## config.mk

```make
export PLATFORM = sky130hd
export DESIGN_NAME = hamming_stream_receiver
export DESIGN_NICKNAME = d
export VERILOG_FILES = /design/src/rtl/hamming_pkg.sv /design/src/rtl/hamming15_syndrome_corrector.sv /design/src/rtl/hamming_stream_receiver.sv
export SDC_FILE = /design/constraint.sdc
export NUM_CORES = 1
export LEC_CHECK = 0
export CORE_MARGIN = 2
export CORE_UTILIZATION = 50
export CTS_BUF_LIST = sky130_fd_sc_hd__clkbuf_4
export CTS_CLUSTER_DIAMETER = 200
export CTS_CLUSTER_SIZE = 12
export DETAILED_ROUTE_END_ITERATION = 8
export PLACE_DENSITY = 0.76
export SYNTH_ARGS = -nofsm -noshare
export SYNTH_HDL_FRONTEND = slang
export SYNTH_SLANG_ARGS = --single-unit
export TNS_END_PERCENT = 20
```

## constraint.sdc

```tcl
create_clock -name clk -period 4.2 [get_ports clk]
set_clock_uncertainty 0.2 [all_clocks]
set_input_delay 0.84 -clock clk [delete_from_list [all_inputs] [get_ports clk]]
set_output_delay 0.84 -clock clk [all_outputs]
set_load 0.005 [all_outputs]
```

## src/rtl/hamming_pkg.sv

```systemverilog
// Shared definitions for the Hamming(15,11) encode/decode path.
//   CW_LEN/MSG_LEN/SYN_W : codeword, message and syndrome widths
//   DATA_POS             : codeword position of each message bit (msg[0] first)
//   rx_state_t           : serial receiver FSM states
package hamming_pkg;

    localparam int unsigned CW_LEN  = 15;
    localparam int unsigned MSG_LEN = 11;
    localparam int unsigned SYN_W   = 4;

    // Parity sits at the power-of-two positions 1, 2, 4 and 8; data fills the rest.
    localparam logic [SYN_W-1:0] DATA_POS [MSG_LEN] = '{
        4'd3, 4'd5, 4'd6, 4'd7, 4'd9, 4'd10, 4'd11, 4'd12, 4'd13, 4'd14, 4'd15
    };

    typedef enum logic [1:0] {
        RX_IDLE,
        RX_START,
        RX_DATA,
        RX_STOP
    } rx_state_t;

endpackage

```

## src/rtl/hamming15_syndrome_corrector.sv

```systemverilog
// Combinational Hamming(15,11) syndrome computation and single-bit correction.
//   cw        in  15  received codeword, cw[p] = position p (1..15)
//   syndrome  out 4   XOR of the indices of all set positions
//   msg       out 11  message extracted after correction
//   corrected out 1   syndrome non-zero, one position flipped
module hamming15_syndrome_corrector
    import hamming_pkg::*;
(
    input  logic [CW_LEN:1]    cw,
    output logic [SYN_W-1:0]   syndrome,
    output logic [MSG_LEN-1:0] msg,
    output logic               corrected
);

    logic [CW_LEN:1] fixed;

    always_comb begin
        syndrome = '0;
        for (int unsigned i = 1; i <= CW_LEN; i++) begin
            if (cw[i]) syndrome = syndrome ^ SYN_W'(i);
        end

        // Every non-zero syndrome names a real position, so no range guard is needed.
        fixed = cw;
        for (int unsigned i = 1; i <= CW_LEN; i++) begin
            if (syndrome == SYN_W'(i)) fixed[i] = ~cw[i];
        end

        msg = '0;
        for (int unsigned k = 0; k < MSG_LEN; k++) begin
            msg[k] = fixed[DATA_POS[k]];
        end

        corrected = (syndrome != '0);
    end

endmodule

```

## src/rtl/hamming_stream_receiver.sv

```systemverilog
// Serial front end of the Hamming(15,11) decoder: synchronises and oversamples
// ser_in, deserialises a start/15-bit/stop frame, corrects single-bit errors.
//   clk, rst_n  clock (rising) / async active-low reset
//   rx_en       receiver enable; low forces IDLE
//   ser_in      serial line, idle 0, start bit 1
//   msg_out     last corrected message (held between strobes)
//   msg_valid   1-cycle strobe: msg_out/syndrome/corrected updated
//   corrected   last frame had a single-bit correction applied
//   syndrome    raw syndrome of the last accepted frame
//   frame_err   1-cycle strobe: stop bit was 1, frame discarded
//   busy        high in START/DATA/STOP
module hamming_stream_receiver
    import hamming_pkg::*;
#(
    parameter int unsigned BIT_CYCLES  = 4,
    parameter int unsigned SYNC_STAGES = 2
) (
    input  logic                clk,
    input  logic                rst_n,
    input  logic                rx_en,
    input  logic                ser_in,
    output logic [MSG_LEN-1:0]  msg_out,
    output logic                msg_valid,
    output logic                corrected,
    output logic [SYN_W-1:0]    syndrome,
    output logic                frame_err,
    output logic                busy
);

    localparam int unsigned CYC_W = $clog2(BIT_CYCLES);
    localparam int unsigned BIT_W = $clog2(CW_LEN + 1);

    localparam logic [CYC_W-1:0] CYC_LAST  = CYC_W'(BIT_CYCLES - 1);
    localparam logic [CYC_W-1:0] HALF_LAST = CYC_W'(BIT_CYCLES / 2 - 1);
    localparam logic [BIT_W-1:0] BIT_LAST  = BIT_W'(CW_LEN - 1);
    localparam logic [BIT_W-1:0] BIT_SAT   = BIT_W'(CW_LEN);

    logic [SYNC_STAGES-1:0] sync_q;
    logic                   line;

    rx_state_t        state_q, state_d;
    logic [CYC_W-1:0] cyc_q, cyc_d;
    logic [BIT_W-1:0] bit_q, bit_d;
    logic [CW_LEN:1]  shreg_q, shreg_d;
    logic             armed_q, armed_d;
    logic             valid_d, ferr_d;
    logic             tick;

    logic [SYN_W-1:0]   dec_syndrome;
    logic [MSG_LEN-1:0] dec_msg;
    logic               dec_corrected;

    hamming15_syndrome_corrector u_corr (
        .cw        (shreg_q),
        .syndrome  (dec_syndrome),
        .msg       (dec_msg),
        .corrected (dec_corrected)
    );

    assign line = sync_q[SYNC_STAGES-1];
    assign tick = (cyc_q == CYC_LAST);
    assign busy = (state_q != RX_IDLE);

    always_comb begin
        state_d = state_q;
        cyc_d   = cyc_q;
        bit_d   = bit_q;
        shreg_d = shreg_q;
        valid_d = 1'b0;
        ferr_d  = 1'b0;
        // A start is only accepted once the line has been seen low in IDLE,
        // so a stuck-high stop bit or an aborted frame cannot retrigger.
        armed_d = (state_q == RX_IDLE) ? (armed_q | ~line) : 1'b0;

        if (!rx_en) begin
            state_d = RX_IDLE;
        end else begin
            case (state_q)
                RX_IDLE: begin
                    if (armed_q && line) begin
                        state_d = RX_START;
                        cyc_d   = '0;
                        bit_d   = '0;
                    end
                end
                RX_START: begin
                    if (!line) begin
                        state_d = RX_IDLE;
                    end else if (cyc_q == HALF_LAST) begin
                        state_d = RX_DATA;
                        cyc_d   = '0;
                    end else begin
                        cyc_d = cyc_q + 1'b1;
                    end
                end
                RX_DATA: begin
                    if (tick) begin
                        cyc_d = '0;
                        for (int unsigned i = 1; i <= CW_LEN; i++) begin
                            if (bit_q == BIT_W'(i - 1)) shreg_d[i] = line;
                        end
                        if (bit_q != BIT_SAT) bit_d = bit_q + 1'b1;
                        if (bit_q == BIT_LAST) state_d = RX_STOP;
                    end else begin
                        cyc_d = cyc_q + 1'b1;
                    end
                end
                RX_STOP: begin
                    if (tick) begin
                        state_d = RX_IDLE;
                        cyc_d   = '0;
                        if (line) ferr_d  = 1'b1;
                        else      valid_d = 1'b1;
                    end else begin
                        cyc_d = cyc_q + 1'b1;
                    end
                end
                default: state_d = RX_IDLE;
            endcase
        end
    end

    always_ff @(posedge clk or negedge rst_n) begin
        if (!rst_n) begin
            sync_q    <= '0;
            state_q   <= RX_IDLE;
            cyc_q     <= '0;
            bit_q     <= '0;
            shreg_q   <= '0;
            armed_q   <= 1'b0;
            msg_valid <= 1'b0;
            frame_err <= 1'b0;
            msg_out   <= '0;
            syndrome  <= '0;
            corrected <= 1'b0;
        end else begin
            sync_q    <= {sync_q[SYNC_STAGES-2:0], ser_in};
            state_q   <= state_d;
            cyc_q     <= cyc_d;
            bit_q     <= bit_d;
            shreg_q   <= shreg_d;
            armed_q   <= armed_d;
            msg_valid <= valid_d;
            frame_err <= ferr_d;
            // shreg_q is complete by the stop sample, so decode it directly here.
            if (valid_d) begin
                msg_out   <= dec_msg;
                syndrome  <= dec_syndrome;
                corrected <= dec_corrected;
            end
        end
    end

endmodule

```

==> results of run 1 <==
## Yosys cell counts, types with 4 or more instances
master / number
ha_1: 7
nor2_1: 11
dfrtp_1: 44
a21oi_1: 4
xor2_1: 10
o21ai_1: 16
clkbuf_1: 11
o21ai_0: 15
o211ai_1: 7
nand2_1: 22
nand3_1: 9
inv_1: 6
nor3_1: 5
o31ai_1: 15
xnor2_1: 17
## critical path, stage by stage (launching register included)
cell             delay, ns
dfrtp_1               0.57
or2_2                 0.36
clkdlybuf4s50_1       0.45
## placed cells by master (no fill, tap or decap), drive strengths merged
cell type and instances:
o31ai 15, nand3b 1, nor2b 1, mux2 1, nand4b 1, and3b 1
a211oi 4, xnor2 18, buf 1, xor2 12, a21oi 4, nor3 5
bufinv 1, nand2b 3, clkdlybuf4s50 21, nor2 11, a22o 2, o2111a 1
o211ai 7, clkinv 3, ha 7, dfrtp 44, inv 6, or2 1
a21o 3, a31oi 1, nand4 1, mux2i 2, a21boi 1, and3 3
clkbuf 5, nand2 22, o21ai 31, o311ai 1, or3 2, nand3 9
or3b 1, xnor3 3, o311a 1
## layer usage
| layer | vias up | track usage, % | wire [microns] |
|---|---|---|---|
| met3 | 7 | 4.12 | 137 |
| met4 | 0 | 5.45 | 60 |
| met5 | - | 0 | 0 |
| met2 | 27 | 29.5 | 2020 |
| met1 | 777 | 24.7 | 2040 |
| li1 | 888 | - | - |
## area by class of cell
| class | count | area, sq um | share of cell area [%] |
|---|---|---|---|
| Multi-Input combinational cell | 176 | 1250 | 45.7 |
| Inverter | 7 | 26.3 | 0.960 |
| Tap cell | 54 | 67.6 | 2.47 |
| Clock inverter | 3 | 37.5 | 1.37 |
| Timing Repair Buffer | 22 | 215 | 7.86 |
| Sequential cell | 44 | 1100 | 40.2 |
| Clock buffer | 5 | 37.5 | 1.37 |
## worst max path at each step
stage | from | end | cells after the start
2_1_floorplan | rx_en | bit_q[3]$_DFFE_PN0P_ | 6
3_3_place_gp | rx_en | corrected$_DFFE_PN0P_ | 6
3_5_place_dp | rx_en | corrected$_DFFE_PN0P_ | 6
4_1_cts | state_q[1]$_DFFE_PN0P_ | busy | 2
5_1_grt | rx_en | corrected$_DFFE_PN0P_ | 6
6_report | state_q[1]$_DFFE_PN0P_ | busy | 2
## cells by family (layout without fill, tap and decap cells)
logic type	after synthesis	in the layout	synth area share [%]
AO/OA/AOI/OAI	71	71	19.4
buffers and inverters	19	37	2.99
adder cells (fa/ha/maj)	7	7	3.61
multiplexers	3	3	1.29
flip-flops	44	44	45.4
AND/OR/NAND/NOR	62	62	12.2
XOR/XNOR	33	33	15.1
## stage by stage
stage	total power, mW	instance area, sq um
after floorplan	0.508	2420
after global placement	0.532	2660
after detailed placement	0.534	2660
after CTS	0.791	2740
after global routing	0.821	2740
final	0.779	2740
## registers in the layout, indices dropped and copies added, names as in the netlist
name       count
corrected      1
state_q        2
bit_q          4
frame_err      1
msg_out       11
shreg_q       15
cyc_q          2
sync_q         2
syndrome       4
armed_q        1
msg_valid      1
## power by group
| part | internal, mW | switching, mW |
|---|---|---|
| Sequential | 0.436 | 0.0166 |
| Clock | 0.122 | 0.132 |
| Combinational | 0.0293 | 0.0430 |
==> metrics.md, run 1 <==
| Metric | Value |
|---|---|
| Cts bufs inserted | 5 |
| Initial core utilization | 51.7% |
| FILL cells | between 400 and 500 |
| TritonRoute pass-1 iters | 4 |
| Initial antenna violation count | 0 |
| Number of remaining DRC errors | 0 |
| First-pass GRT wire length | ~7.6 mm |
| Post-route ant nets | 0 |
| Hold Path Origin | sync_q[0]$_DFF_PN0_ |
| Syn Inst Count | about 240 |
| Worst Setup Path Type | reg2out |
| Distinct cells, synth | 43 |
| CTS resizes | 0 |
| Syn Nets | 250 |
| Seq cells post-synth | 44 |
| Critical Path AT | 1.75 ns |
| Post-CTS Setup Inserts | 0 |
| Flop2flop setup slack | around 1.6 ns |
| Worst vdd ir | 0.191 mV |
| LEAKAGE | 1.13 nW |
| # nets final | 267 |
| Worst Hold Class | reg2reg |
| Status | finished, final reports clean |
| Worst r2r path cells | 6 |
| RR Startpoint | shreg_q[7]$_DFFE_PN0P_ |
| Post-Place Setup Slack | approximately 1.1 ns |
| Final WS setup | between 1 and 1.5 ns |
| Total number of vias | 1699 |
| Drt wl/cell | 13.7 microns |
| Hold endpoint | sync_q[1]$_DFF_PN0_ |
| Synth top area cells | dfrtp_1, xnor2_1, o31ai_1 |
| RSZ-0062 raised after global routing | no |
| Aggregate global routing overflow | 0 |
| Worst slew margin | 37.0% |
| Die footprint | between 0.005 and 0.006 sq mm |
| Hold Slack | approximately 0.17 ns |
| CTS tree | yes |
| Overall Global Routing Usage | 18.3% |
| Tcrit/Tclk final | between 60% and 70% |
| Area Growth Syn to Fin | 12.8% |
| Top FF cell, synth | dfrtp_1 |
| Max H-tree Level | 2 |
| Max Fclk | between 300 and 400 MHz |
| Layout cell share with drive strength beyond 1 | 7.00% |
| Placed cell count | 303 |
| Clock Path Buffers | 2 |
| Finished Layout Cells | 311 |
| Area leader, netlist | dfrtp_1 |
| Min cycle time layout | between 2 and 3 ns |
| Ant diodes | 0 |
| Startpoint Class | flip-flop |
| Synth Cell Area | 0.00242 sq mm |
| Setup TNS | 0 ns |
| Worst slew pin tran | 0.946 ns |
| Die extent in x | ~74 microns |
| Post-CTS Hold Buffers | 0 |
| DRT Wirelength | between 4 and 5 mm |
| Worst R2R End | msg_out[7]$_DFFE_PN0P_ |
| Post-DP HPWL | around 3.1 mm |
| I/O pins | 23 |
| WHS Path Cells | 0 |
| CP max FO | 16 |
| Final Max Tran Viols | 0 |
| Share of flip-flops with an asynchronous set or reset | 100% |
| Max_cap viols | 0 |
| Die H | about 74 microns |
| Site Rows | 25 |
| Final setup fails | 0 |
| Post-synth EDFFs | 0 |
| Clock sink count | 44 |
| Cell Pwr Density | roughly 280 mW/mm^2 |
| Vias/cell | about 5.5 |
| Sequential area share after synthesis | 45.4% |
| Required @ worst endpoint | between 3 and 4 ns |
| Violation count after the first detailed-route iteration | around 130 |
| Worst skew pair latency | roughly 0.36 ns |
| Largest net degree at the start of global routing | 45 |
| Yosys warns | 0 |
| Vias in the first global route | around 1600 |
| Clock slew at reported path FFs | approximately 0.13 ns |
| Final Core Density | between 50% and 60% |
| Avg Cell Area, Syn | between 10 and 15 sq um |
| Final Hold Viols | 0 |
| Placeable Area | roughly 0.0047 sq mm |
| Clock Root Buffer | clkbuf_4 |
| RD Place Congestion | around 0.77 |
| Port buffer count | 22 |
| Yosys top cell area share | approximately 45% |
| Worst setup EP type | output pin |
Note: power is estimated with default switching activity, not from simulation.
==> run 2: changes to the inputs <==
==> constraint.sdc (replaced) <==
create_clock -name clk -period 2.8 [get_ports clk]
set_clock_uncertainty 0.2 [all_clocks]
set_input_delay 0.56 -clock clk [delete_from_list [all_inputs] [get_ports clk]]
set_output_delay 0.56 -clock clk [all_outputs]
set_load 0.005 [all_outputs]
==> run 2 against run 1 <==
Net effect: register-to-register slack worse by 1.3 ns; clock power is 45% higher; sequential cell count stayed put; cell area is 0.64% higher.
==> metrics.md, run 2 (same netlist as run 1, synthesis figures left out) <==
| Metric | Value |
|---|---|
| TritonRoute pass-1 iters | 4 (unchanged) |
| Required @ worst endpoint | 2.89 ns (-0.27 ns) |
| Vias in the first global route | 1671 (+3.7%) |
| Max H-tree Level | 2 (unchanged) |
| Final Core Density | 58.7% (+0.37 points) |
| Setup TNS | 0 ns (unchanged) |
| Startpoint Class | flip-flop |
| Most common cell after layout, fill and taps aside | dfrtp_1 |
| Internal power | 0.880 mW (+50%) |
| Worst setup EP type | flip-flop |
| Aggregate global routing overflow | 0 (unchanged) |
| Clock power share | 31.7% (-0.9 points) |
| Worst Setup Path Type | reg2reg |
| Post-DP HPWL | 3.36 mm (+8.1%) |
| Site Rows | 25 (unchanged) |
| Worst vdd ir | 0.317 mV (+66%) |
| Ant diodes | 0 (unchanged) |
| FILL cells | 429 (-2.7%) |
| RR Startpoint | shreg_q[7]$_DFFE_PN0P_ |
| Cell area after layout | 0.00275 sq mm (+0.64%) |
| Largest net degree at the start of global routing | 29 (-36%) |
| Total number of vias | 1739 (+2.4%) |
| Layout cell share with drive strength beyond 1 | 7.75% (+0.75 points) |
| Worst slew pin tran | 0.585 ns (-0.361 ns) |
| Worst Hold Class | reg2reg |
| Die extent in x | 73.6 microns (unchanged) |
| Flop2flop setup slack | 0.25 ns (-1.33 ns) |
| DRT Wirelength | 4.50 mm (+5.7%) |
| Max reg flops | 15 (unchanged) |
| Violation count after the first detailed-route iteration | 59 (-55%) |
| Number of remaining DRC errors | 0 (unchanged) |
| Worst Setup SP | shreg_q[7]$_DFFE_PN0P_ |
| # nets final | 270 (+1.1%) |
| Hold endpoint | sync_q[1]$_DFF_PN0_ |
| Clock Path Buffers | 2 (unchanged) |
| Final Total Pwr | 1.16 mW (+49%) |
| Placeable Area | 0.00469 sq mm (unchanged) |
| Sw frac | 24.4% (-0.20 points) |
| Clock Root Buffer | clkbuf_4 |
| Worst slew margin | 60.7% (+24 points) |
| RD Place Congestion | 0.854 (+12%) |
| Area Growth Syn to Fin | 13.6% |
| Post-Place Cell Area | 0.00268 sq mm (+0.56%) |
| Post-route ant nets | 0 (unchanged) |
| Final Hold Viols | 0 (unchanged) |
| Drt wl/cell | 14.4 microns (+5.3%) |
| Worst skew pair latency | 0.35 ns (about the same) |
| Min cycle time layout | 2.55 ns |
| Hold Path Origin | sync_q[0]$_DFF_PN0_ |
| Worst r2r path cells | 6 (unchanged) |
| Most flop-heavy register | shreg_q |
| RSZ-0062 raised after global routing | no |
| Overall Global Routing Usage | 18.5% (+0.17 points) |
| CTS tree | yes |
| Initial core utilization | 51.7% (unchanged) |
| Vias/cell | 5.57 (+2.0%) |
| Die H | 73.6 microns (unchanged) |
| Final Max Tran Viols | 0 (unchanged) |
| Status | finished, final reports clean |
| Tcrit/Tclk final | roughly nine tenths |
| Max Fclk | between 300 and 400 MHz |
| Clock sink count | 44 (unchanged) |
| Net Sw Power | 0.284 mW (+48%) |
| Initial antenna violation count | 0 (unchanged) |
| Logic gate share of total power | 9.9% (+0.6 points) |
| Biggest regs | shreg_q (15), msg_out (11) |
| Worst R2R End | msg_out[7]$_DFFE_PN0P_ |
| Final setup fails | 0 (unchanged) |
| Max_cap viols | 0 (unchanged) |
| Commonest non-fill, non-tap cells in the layout | dfrtp_1, nand2_1, clkdlybuf4s50_1 |
| CTS resizes | 0 (unchanged) |
| Die footprint | 0.00542 sq mm (unchanged) |
| Cell Pwr Density | 423 mW/mm^2 (+48%) |
| Cts bufs inserted | 5 (unchanged) |
| First-pass GRT wire length | 7.73 mm (+1.7%) |
| WHS Path Cells | 0 (unchanged) |
| Clock slew at reported path FFs | 0.12 ns (about the same) |
| I/O pins | 23 (unchanged) |
| CP max FO | 5 (-11) |
| Critical Path AT | 2.64 ns (+0.89 ns) |
| Port buffer count | 22 (unchanged) |
| LEAKAGE | 1.14 nW (+0.89%) |
| Flop pwr share | 58.4% (+0.3 points) |
-- run 2: cell types whose count changed in the layout (fill, tap and decap cells not counted), sizes merged --
cell,before,now
buf,1,3
clkinv,3,1
dlygate4sd3,0,1
-- run 2: how the worst max path moves through the flow --
stage,endpoint,slack (ns),cells past startpoint
finish,msg_out[7]$_DFFE_PN0P_,0.25,6
global route,msg_out[7]$_DFFE_PN0P_,0.14,6
CTS,msg_out[7]$_DFFE_PN0P_,0.23,6
detailed placement,msg_out[7]$_DFFE_PN0P_,0.25,6
global placement,msg_out[7]$_DFFE_PN0P_,0.30,6
floorplan,msg_out[2]$_DFFE_PN0P_,0.53,6
-- run 2: repair_timing --
action	CTS	global route
endpoints found under the setup margin	0	0
hold buffers	1	0
endpoints found under the hold margin	19	0
setup buffers	0	0
-- run 2: routing by layer --
layer  share of wire (%)  vias to the layer above  global-route usage (%)
met5                   0                        -                       0
met4                 1.2                        0                    5.25
met3                 3.3                        5                    4.39
met2                  50                       36                    31.5
met1                  46                      812                    23.3
li1                    -                      886                       -
-- run 2: metrics by stage --
stage | hold WS, ns | cells | setup slack, ns
4_1_cts | 0.176 | 312 | 0.229
2_1_floorplan | 0.0644 | 239 | 0.533
3_3_place_gp | 0.146 | 305 | 0.303
5_1_grt | 0.182 | 312 | 0.139
6_report | 0.171 | 312 | 0.251
3_5_place_dp | 0.139 | 305 | 0.251
-- run 2: area by class of cell --
class | count | area [sq um] | share of cell area (%)
clock buffers | 5 | 37.5 | 1.36
clock inverters | 1 | 30.0 | 1.09
inverters | 7 | 26.3 | 0.954
multi-input cells | 176 | 1250 | 45.4
flip-flops and latches | 44 | 1100 | 40.0
well taps | 54 | 67.6 | 2.45
repair buffers | 25 | 240 | 8.72
-- run 2: power by group through the flow --
stage,sequential (mW),combinational [mW],clock (mW)
4_1_cts,0.680,0.117,0.382
2_1_floorplan,0.681,0.0811,0
6_report,0.680,0.115,0.369
5_1_grt,0.684,0.132,0.406
3_5_place_dp,0.692,0.116,0
3_3_place_gp,0.691,0.109,0
-- run 2: worst max-delay path: stages, from the launching register on --
cell	delay, ns
dfrtp_1	0.44
xnor3_1	0.42
xnor3_2	0.48
xnor2_1	0.43
o211ai_1	0.21
xor2_1	0.18
o21ai_1	0.12
